### src/rtl/train_step_sequencer.sv
// rtl/train_step_sequencer.sv - training-step sequencer: grad reset, load, forward, backward, grad extract
module train_step_sequencer #(
    parameter int TMO_W = 16
) (
    input  logic       ap_clk,
    input  logic       ap_rst_n,
    input  logic       cmd_valid,
    output logic       cmd_ready,
    input  logic [2:0] cmd_op,
    output logic       busy,
    output logic       done,
    output logic       err,
    output logic [2:0] err_stage,
    output logic       fw_start,
    output logic       bw_start,
    output logic       param_start,
    output logic       grad_start,
    output logic       fw_complete,
    output logic       bw_complete,
    output logic       param_complete,
    output logic       grad_complete,
    input  logic       fw_finish,
    input  logic       bw_finish,
    input  logic       param_finish,
    input  logic       grad_finish,
    input  logic       fw_idle,
    input  logic       bw_idle,
    input  logic       param_idle,
    input  logic       grad_idle,
    output logic       grad_reset,
    input  logic       grad_reset_busy,
    output logic       cache_en,
    output logic       bram_sel
);

    typedef enum logic [3:0] {
        S_IDLE, S_GRST, S_GRST_WAIT,
        S_LOAD_RUN, S_LOAD_ACK, S_FW_RUN, S_FW_ACK,
        S_BW_RUN, S_BW_ACK, S_GRAD_RUN, S_GRAD_ACK, S_DONE
    } state_t;

    localparam logic [TMO_W-1:0] WD_MAX = {TMO_W{1'b1}};
    localparam logic [TMO_W-1:0] WD_ONE = {{(TMO_W-1){1'b0}}, 1'b1};

    state_t           state_q, state_d;
    logic [2:0]       op_q, op_d;
    logic [TMO_W-1:0] wd_q, wd_d;
    logic [3:0]       start_q, start_d;
    logic [3:0]       complete_q, complete_d;
    logic             grad_reset_q, grad_reset_d;
    logic             cache_en_q, cache_en_d;
    logic             bram_sel_q, bram_sel_d;
    logic             busy_q, busy_d;
    logic             done_q, done_d;
    logic             err_q, err_d;
    logic [2:0]       err_stage_q, err_stage_d;
    logic             cmd_ready_q, cmd_ready_d;

    // Stage index: 0 load, 1 forward, 2 backward, 3 grad extract.
    logic [3:0]       finish_v, idle_v;
    logic             in_run, in_ack;
    logic [1:0]       cur_idx;
    logic [TMO_W-1:0] wd_inc;
    logic             wd_tmo;

    assign finish_v = {grad_finish, bw_finish, fw_finish, param_finish};
    assign idle_v   = {grad_idle, bw_idle, fw_idle, param_idle};

    function automatic state_t first_stage(input logic [2:0] op, input logic [2:0] from);
        state_t s;
        s = S_DONE;
        if (from <= 3'd3 && op[2]) s = S_GRAD_RUN;
        if (from <= 3'd2 && op[1]) s = S_BW_RUN;
        if (from <= 3'd1)          s = S_FW_RUN;
        if (from == 3'd0 && op[0]) s = S_LOAD_RUN;
        return s;
    endfunction

    function automatic state_t ack_of(input logic [1:0] idx);
        state_t s;
        case (idx)
            2'd0:    s = S_LOAD_ACK;
            2'd1:    s = S_FW_ACK;
            2'd2:    s = S_BW_ACK;
            default: s = S_GRAD_ACK;
        endcase
        return s;
    endfunction

    always_comb begin
        in_run  = 1'b0;
        in_ack  = 1'b0;
        cur_idx = 2'd0;
        case (state_q)
            S_LOAD_RUN: begin in_run = 1'b1; cur_idx = 2'd0; end
            S_LOAD_ACK: begin in_ack = 1'b1; cur_idx = 2'd0; end
            S_FW_RUN:   begin in_run = 1'b1; cur_idx = 2'd1; end
            S_FW_ACK:   begin in_ack = 1'b1; cur_idx = 2'd1; end
            S_BW_RUN:   begin in_run = 1'b1; cur_idx = 2'd2; end
            S_BW_ACK:   begin in_ack = 1'b1; cur_idx = 2'd2; end
            S_GRAD_RUN: begin in_run = 1'b1; cur_idx = 2'd3; end
            S_GRAD_ACK: begin in_ack = 1'b1; cur_idx = 2'd3; end
            default: ;
        endcase
        wd_inc = (wd_q == WD_MAX) ? WD_MAX : wd_q + WD_ONE;
        wd_tmo = (wd_inc == WD_MAX);
    end

    always_comb begin
        state_d     = state_q;
        op_d        = op_q;
        wd_d        = wd_q;
        err_d       = err_q;
        err_stage_d = err_stage_q;
        case (state_q)
            S_IDLE: begin
                wd_d = '0;
                if (cmd_valid && cmd_ready_q) begin
                    op_d        = cmd_op;
                    err_d       = 1'b0;
                    err_stage_d = 3'd0;
                    state_d     = cmd_op[1] ? S_GRST : first_stage(cmd_op, 3'd0);
                end
            end
            S_GRST: begin
                wd_d    = '0;
                state_d = S_GRST_WAIT;
            end
            S_GRST_WAIT: begin
                if (!grad_reset_busy) begin
                    wd_d    = '0;
                    state_d = first_stage(op_q, 3'd0);
                end else if (wd_tmo) begin
                    wd_d        = '0;
                    state_d     = S_IDLE;
                    err_d       = 1'b1;
                    err_stage_d = 3'd1;
                end else begin
                    wd_d = wd_inc;
                end
            end
            S_DONE: state_d = S_IDLE;
            default: begin
                // A finish seen on the timeout edge still completes the stage normally.
                if (in_run) begin
                    if (start_q[cur_idx] && finish_v[cur_idx]) begin
                        wd_d    = '0;
                        state_d = ack_of(cur_idx);
                    end else if (wd_tmo) begin
                        wd_d        = '0;
                        state_d     = S_IDLE;
                        err_d       = 1'b1;
                        err_stage_d = {1'b0, cur_idx} + 3'd2;
                    end else begin
                        wd_d = wd_inc;
                    end
                end else if (in_ack) begin
                    wd_d    = '0;
                    state_d = first_stage(op_q, {1'b0, cur_idx} + 3'd1);
                end
            end
        endcase
    end

    // Outputs are registered from the next state; a stage's start holds once raised, gated only on entry by idle.
    always_comb begin
        start_d      = 4'b0000;
        complete_d   = 4'b0000;
        case (state_d)
            S_LOAD_RUN: start_d[0]    = start_q[0] | idle_v[0];
            S_FW_RUN:   start_d[1]    = start_q[1] | idle_v[1];
            S_BW_RUN:   start_d[2]    = start_q[2] | idle_v[2];
            S_GRAD_RUN: start_d[3]    = start_q[3] | idle_v[3];
            S_LOAD_ACK: complete_d[0] = 1'b1;
            S_FW_ACK:   complete_d[1] = 1'b1;
            S_BW_ACK:   complete_d[2] = 1'b1;
            S_GRAD_ACK: complete_d[3] = 1'b1;
            default: ;
        endcase
        grad_reset_d = (state_d == S_GRST);
        cache_en_d   = ((state_d == S_FW_RUN) || (state_d == S_FW_ACK)) && op_d[1];
        bram_sel_d   = (state_d == S_GRAD_RUN) || (state_d == S_GRAD_ACK);
        busy_d       = (state_d != S_IDLE);
        done_d       = (state_d == S_DONE);
        cmd_ready_d  = (state_d == S_IDLE);
    end

    always_ff @(posedge ap_clk) begin
        if (!ap_rst_n) begin
            state_q      <= S_IDLE;
            op_q         <= 3'd0;
            wd_q         <= '0;
            start_q      <= 4'b0000;
            complete_q   <= 4'b0000;
            grad_reset_q <= 1'b0;
            cache_en_q   <= 1'b0;
            bram_sel_q   <= 1'b0;
            busy_q       <= 1'b0;
            done_q       <= 1'b0;
            err_q        <= 1'b0;
            err_stage_q  <= 3'd0;
            cmd_ready_q  <= 1'b1;
        end else begin
            state_q      <= state_d;
            op_q         <= op_d;
            wd_q         <= wd_d;
            start_q      <= start_d;
            complete_q   <= complete_d;
            grad_reset_q <= grad_reset_d;
            cache_en_q   <= cache_en_d;
            bram_sel_q   <= bram_sel_d;
            busy_q       <= busy_d;
            done_q       <= done_d;
            err_q        <= err_d;
            err_stage_q  <= err_stage_d;
            cmd_ready_q  <= cmd_ready_d;
        end
    end

    assign cmd_ready      = cmd_ready_q;
    assign busy           = busy_q;
    assign done           = done_q;
    assign err            = err_q;
    assign err_stage      = err_stage_q;
    assign param_start    = start_q[0];
    assign fw_start       = start_q[1];
    assign bw_start       = start_q[2];
    assign grad_start     = start_q[3];
    assign param_complete = complete_q[0];
    assign fw_complete    = complete_q[1];
    assign bw_complete    = complete_q[2];
    assign grad_complete  = complete_q[3];
    assign grad_reset     = grad_reset_q;
    assign cache_en       = cache_en_q;
    assign bram_sel       = bram_sel_q;

endmodule

### config.mk
export PLATFORM = sky130hd
export DESIGN_NAME = train_step_sequencer
export DESIGN_NICKNAME = d
export VERILOG_FILES = /design/src/rtl/train_step_sequencer.sv
export SDC_FILE = /design/constraint.sdc
export NUM_CORES = 1
export LEC_CHECK = 0
export ABC_AREA = 1
export CORE_UTILIZATION = 59
export CTS_CLUSTER_DIAMETER = 60
export DETAILED_ROUTE_END_ITERATION = 8
export GPL_TIMING_DRIVEN = 1
export MAX_ROUTING_LAYER = met4
export PLACE_DENSITY_LB_ADDON = 0.08
export SYNTH_ARGS = -nofsm -noshare
export SYNTH_HDL_FRONTEND = slang
export SYNTH_SLANG_ARGS = --single-unit
export TNS_END_PERCENT = 30
### constraint.sdc
create_clock -name ap_clk -period 3.23 [get_ports ap_clk]
set_input_delay 0.323 -clock ap_clk [delete_from_list [all_inputs] [get_ports ap_clk]]
set_output_delay 0.323 -clock ap_clk [all_outputs]
set_load 0.03 [all_outputs]
Yosys cells after proc, flatten, opt, wreduce, memory -nomap -nowiden
Cells that the tools add are included.
{"block": "totals", "ff_bits": 41, "latch_bits": 0, "ramBits": 0, "mem_bits_ro": 0, "in_bits": 15, "output_inout_bits": 18, "word_cells": 138, "memories": 0}
{"block": "op_classes", "addsub": 3, "multipliers": 0, "n_div": 0, "magnitude_cmp": 4, "n_eq_ne": 29, "n_shift": 0, "muxes": 48, "bitwise": 6, "n_reduce_logical": 31}
{"operator": "two-way mux 16 bit", "n": 6}
{"operator": "one-hot mux 16 bit (3 select lines)", "n": 1}
{"operator": "two-way mux 4 bit", "n": 10}
{"operator": "equality test 16 bit, second input constant", "n": 2}
{"operator": "equality test 4 x 3 -> 1 bit, second input constant", "n": 8}
{"operator": "equality test 4 bit, second input constant", "n": 8}
{"operator": "two-way mux 3 bit", "n": 8}
{"operator": "adder 16 x 1 -> 16 bit, second input constant", "n": 1}
{"operator": "one-hot mux 4 bit (4 select lines)", "n": 1}
{"operator": "two-way mux 1 bit", "n": 13}
{"operator": "equality test 4 x 2 -> 1 bit, second input constant", "n": 3}
{"operator": "one-hot mux 4 bit (3 select lines)", "n": 1}
{"operator": "AND reduction 2 bit", "n": 6}
{"operator": "OR reduction 2 bit", "n": 5}
{"operator": "one-hot mux 3 bit (3 select lines)", "n": 1}
{"operator": "equality test 4 x 1 -> 1 bit, second input constant", "n": 2}
{"operator": "logical NOT 4 bit", "n": 2}
{"operator": "nonzero test 4 bit", "n": 2}
{"operator": "OR reduction 4 bit", "n": 2}
{"operator": "AND reduction 7 bit", "n": 1}
{"operator": "less-or-equal comparator 3 x 2 -> 1 bit, second input constant", "n": 2}
{"operator": "logical AND 1 bit", "n": 6}
{"operator": "two-way mux 2 bit", "n": 3}
{"operator": "!= test 2 bit, second input constant", "n": 3}
{"operator": "other kinds (18)", "n": 24}

Longest topological paths before layout
{"block": "depth", "depth_word": 16, "ltp_mapped": 19, "ltp_nobuf": 18}

Worst setup path after synthesis
OpenSTA, ideal clock, no wires.
{"block": "synth_path", "kind": "register to register", "start": "register wd_q[0]", "end": "register busy_q, in the netlist busy", "setup_ps": 128, "arrival_time_ps": 2057, "required_ps": 3102, "setup_slack_ps": 1045, "path_stages_with_launch": 19, "n_path_buf": 2, "synth_period_minus_slack_ps": 2185, "path_cell_list": "dfxtp_1 > ha_1 > nand2_2 > nor2_4 > nand2_4 > inv_2 > nand2_4 > buf_6 > nand2_4 > nand3_2 > nor2_2 > nand3_2 > buf_6 > nand3_4 > nand2_4 > nor2_8 > nand2_4 > nor2_1 > nor2_1"}
{"block": "synth_via", "elab_chain_len": 8, "elab_cells_between_ends": 10, "classes_between": "add/sub (1); eq/ne (2); mux (6); reduce/logical (1)"}
{"item": "start, declared", "line_no": "47", "source": "logic [TMO_W-1:0] wd_q, wd_d;"}
{"item": "start signal, assigned", "line_no": "206", "source": "wd_q <= wd_d;"}
{"item": "adder 16 x 1 -> 16 bit / equality test 16 bit (equally long branches)", "line_no": "105", "source": "wd_inc = (wd_q == WD_MAX) ? WD_MAX : wd_q + WD_ONE;"}
{"item": "two-way mux 16 bit *", "line_no": "105"}
{"item": "equality test 16 bit *", "line_no": "106", "source": "wd_tmo = (wd_inc == WD_MAX);"}
{"item": "two-way mux 4 bit *", "line_no": "133, 149"}
{"item": "two-way mux 4 bit", "line_no": "146", "source": "if (start_q[cur_idx] && finish_v[cur_idx]) begin"}
{"item": "two-way mux 4 bit", "line_no": "145", "source": "if (in_run) begin"}
{"item": "one-hot mux 4 bit (4 select lines) *", "line_no": "115", "source": "case (state_q)"}
{"item": "nonzero test 4 bit *", "line_no": "183", "source": "busy_d = (state_d != S_IDLE);"}
{"item": "end signal, assigned", "line_no": "212", "source": "busy_q <= busy_d;"}
{"item": "end, declared", "line_no": "53", "source": "logic busy_q, busy_d;"}
Mark *: on every way between the ends. The rest lies on a longest branch, timed or not.
A chain may end at the register's enable or synchronous reset.

Worst setup path in the final report
Ends and elaborated chain as after synthesis.

==> results_dict.tcl <==
set metrics [dict create \
    outcome "completed" \
    synth_nets 395 \
    hold_viol 0 \
    wl_per_cell_um 13.24 \
    critical_path_arrival_ns 2.94 \
    crit_fanout 22 \
    dp_slack_ns 0.4865 \
    regArea_um2 820.8 \
    synth_ff_type "dfxtp_1" \
    grt_pass1_wl_mm 9.770 \
    setup_slack_ns 0.4483 \
    critPathSlowestCell "dfxtp_1" \
    crit_chain "ha_1 -> nand2_2 -> nor2_4 -> nand2_4 -> nor2_2 -> nand2_1 -> nand2_1 -> nand3_2 -> nor2_2 -> nand3_2 -> nand2_1 -> nand2_1 -> nand2_1 -> nand2_1 -> nand2_4 -> nand2_4 -> nor2_1 -> nor2_1" \
    synth_edf_count 0 \
    netlist_top_cells_count "nand2_1, dfxtp_1, nand3_1" \
    cp-end-kind "flop" \
    overflow 0 \
    final.setup.tns_ns 0 \
    cts_resized 0 \
    hold_buffers 0 \
    clk_path_buf_depth 2 \
    top_level_ports 33 \
    num_vias 2465 \
    synth.most_common_cell "nand2_1" \
    cts.sinks 41 \
    dieArea_mm2 0.004560 \
    fin_crit_sh_pct 86.12 \
    htreeDepth 2 \
    synth_fa_ha_area_share_pct 0.4938 \
    synth_top_family_by_area "simple AND/OR/NAND/NOR gates" \
    dr.pass1.iters 4 \
    hold_slack_ns 0.4650 \
    place_congestion 0.9341 \
    drc 0 \
    relSlewSlack_pct 42.39 \
    die_h_um 67.53 \
    root_buffer "clkbuf_8" \
    max-cap-violations 0 \
    fill_cells 341 \
    max_freq_ghz 0.3595 \
    n_antenna_cell 0 \
    worst_pin_slew_ns 0.8632 \
    hp-class "flop to flop" \
    synth_area_leaders "dfxtp_1, nand2_1, nand3_1, inv_1, a21oi_1" \
    synthCells 379 \
    p_leak_uw 0.001272 \
    core_mm2 0.004058 \
    yosysTopAreaCell "dfxtp_1" \
    antenna_found_initial 0 \
    cts_inserted_buffers 5 \
    startpoint_type "flop" \
    ys_types 34 \
    finalMaxSlewViolations 0 \
    clock_latency_ns 0.30 \
    drt-initial-drc-count 154 \
    port-buffer-count 32 \
    synth_area_mm2 0.002534 \
    drive_above_1_share_pct 14.53 \
    postCtsSetupRepairBufs 0 \
    routed_via_density 5.324 \
    die_x_um 67.53 \
    multiInputGateArea_mm2 0.001500 \
    drt.antenna.violating_nets 0 \
    ys_seq_area_share_pct 32.40 \
    wl_mm 6.128 \
    fin_skew_ns 0.01112 \
    clk_pin_slew_ns 0.08 \
    grt_pass1_vias 2259 \
    syn_to_final_growth_pct 18.22 \
    setup_viol 0 \
    synth_xor_area_share_pct 1.037 \
    critPathKind "flop to flop" \
    grt_max_degree 25 \
    rows 23 \
    synth_compound_gate_area_share_pct 12.15 \
    reg2reg_setup_slack_ns 0.45 \
    cpPeakStageDelay_ns 0.43 \
    synthMuxAreaShare_pct 0 \
    path_common_cell "nand2_1" \
    initial_utilization_pct 62.44 \
    rsz0062_at_grt "no" \
    required_ns 3.39 \
    dpl.hpwl_mm 4.641 \
    synth_top_area_share_pct 32.40 \
    async_reset_ff_share_pct 0 \
    nNetsFinal 428 \
    synth_simple_gate_area_share_pct 45.53 \
    grt.total_usage_pct 29.65 \
    vdd_drop_max_uv 526.1 \
    ys_warn_count 0 \
    avgSynthCellArea_um2 6.685 \
    synth_seq_cells 41 \
    fin_crit_ns 2.782 \
    power.density_mw_per_mm2 722.2 \
    cts_tree "built" \
]
## per-layer routing
| metal | vias up | wire length [µm] | share of wire (%) | global-route usage, % |
|---|---|---|---|---|
| met5 | - | 0 | 0 | - |
| met4 | 0 | 197 | 3.2 | 13.30 |
| met3 | 16 | 264 | 4.3 | 5.405 |
| met2 | 71 | 3096 | 51 | 53.09 |
| met1 | 1096 | 2569 | 42 | 31.24 |
| li1 | 1282 | - | - | - |
## logic make-up after synthesis
family | after synthesis
flops | 41
simple gates | 227
compound gates | 55
xor+xnor | 3
fa+ha+maj | 1
buf+inv | 52
## where the power goes
| group | internal, µW | switching [µW] | leakage, µW |
|---|---|---|---|
| Combinational | 361 | 734 | 0.000885 |
| Sequential | 590 | 56.8 | 0.000333 |
| Clock | 231 | 190 | 0.0000543 |
| Total | 1180 | 981 | 0.00127 |
## per-stage QoR
stage / area [µm²] / total power, µW / utilization (%) / std cells
2_1_floorplan: 2534 / 1482 / - / 379
6_report: 2995 / 2163 / 73.82 / 463
3_3_place_gp: 2880 / 1726 / 70.98 / 455
4_1_cts: 2995 / 2166 / 73.82 / 463
5_1_grt: 2995 / 2294 / 73.82 / 463
3_5_place_dp: 2880 / 1740 / 70.98 / 455
## sequential cells by signal (all words and copies together), names as in the netlist
| signal | cells |
|---|---|
| wd_q | 16 |
| start_q | 4 |
| bram_sel | 1 |
| done | 1 |
| busy | 1 |
| op_q | 3 |
| grad_reset | 1 |
| state_q | 4 |
| err_stage | 3 |
| cmd_ready | 1 |
| err | 1 |
| complete_q | 4 |
| cache_en | 1 |
## final timing paths
| path | cells after the start | start | end |
|---|---|---|---|
| max | 18 | wd_q[0] | busy |
| min | 2 | err_stage[0] | err_stage[0] |
| max reg2reg | 18 | wd_q[0] | busy |
| min reg2reg | 2 | err_stage[0] | err_stage[0] |
## placed cells by master (no fill, tap or decap), types with 2 or more instances in the layout
master           count
a21oi_1             26
a22oi_1              2
clkbuf_8             5
clkdlybuf4s50_1     32
dfxtp_1             41
inv_1               40
inv_2                4
nand2_1            104
nand2_2              4
nand2_4             10
nand3_1             41
nand3_2              6
nand4_1              3
nor2_1              33
nor2_2              15
nor2_4               3
o211ai_1             2
o21ai_0             11
o21ai_1              7
o21ai_2              3
o21bai_1             2
or2_2                3
xor2_1               2
## critical path, delay by kind of cell, from the launching register on
family / cells / cell delay (ns)
and+or+nand+nor: 17 / 1.95
adders and majority gates: 1 / 0.26
DFF: 1 / 0.43
## final cells by class
| type | instances | area share [%] |
|---|---|---|
| timing repair buffer | 33 | 10.94 |
| inverter | 45 | 5.639 |
| clock inverter | 3 | 1.546 |
| tap | 50 | 2.089 |
| sequential | 41 | 27.40 |
| clock buffer | 5 | 2.297 |
| multi-input combinational | 286 | 50.08 |
Power figures use the tool's default switching activity.
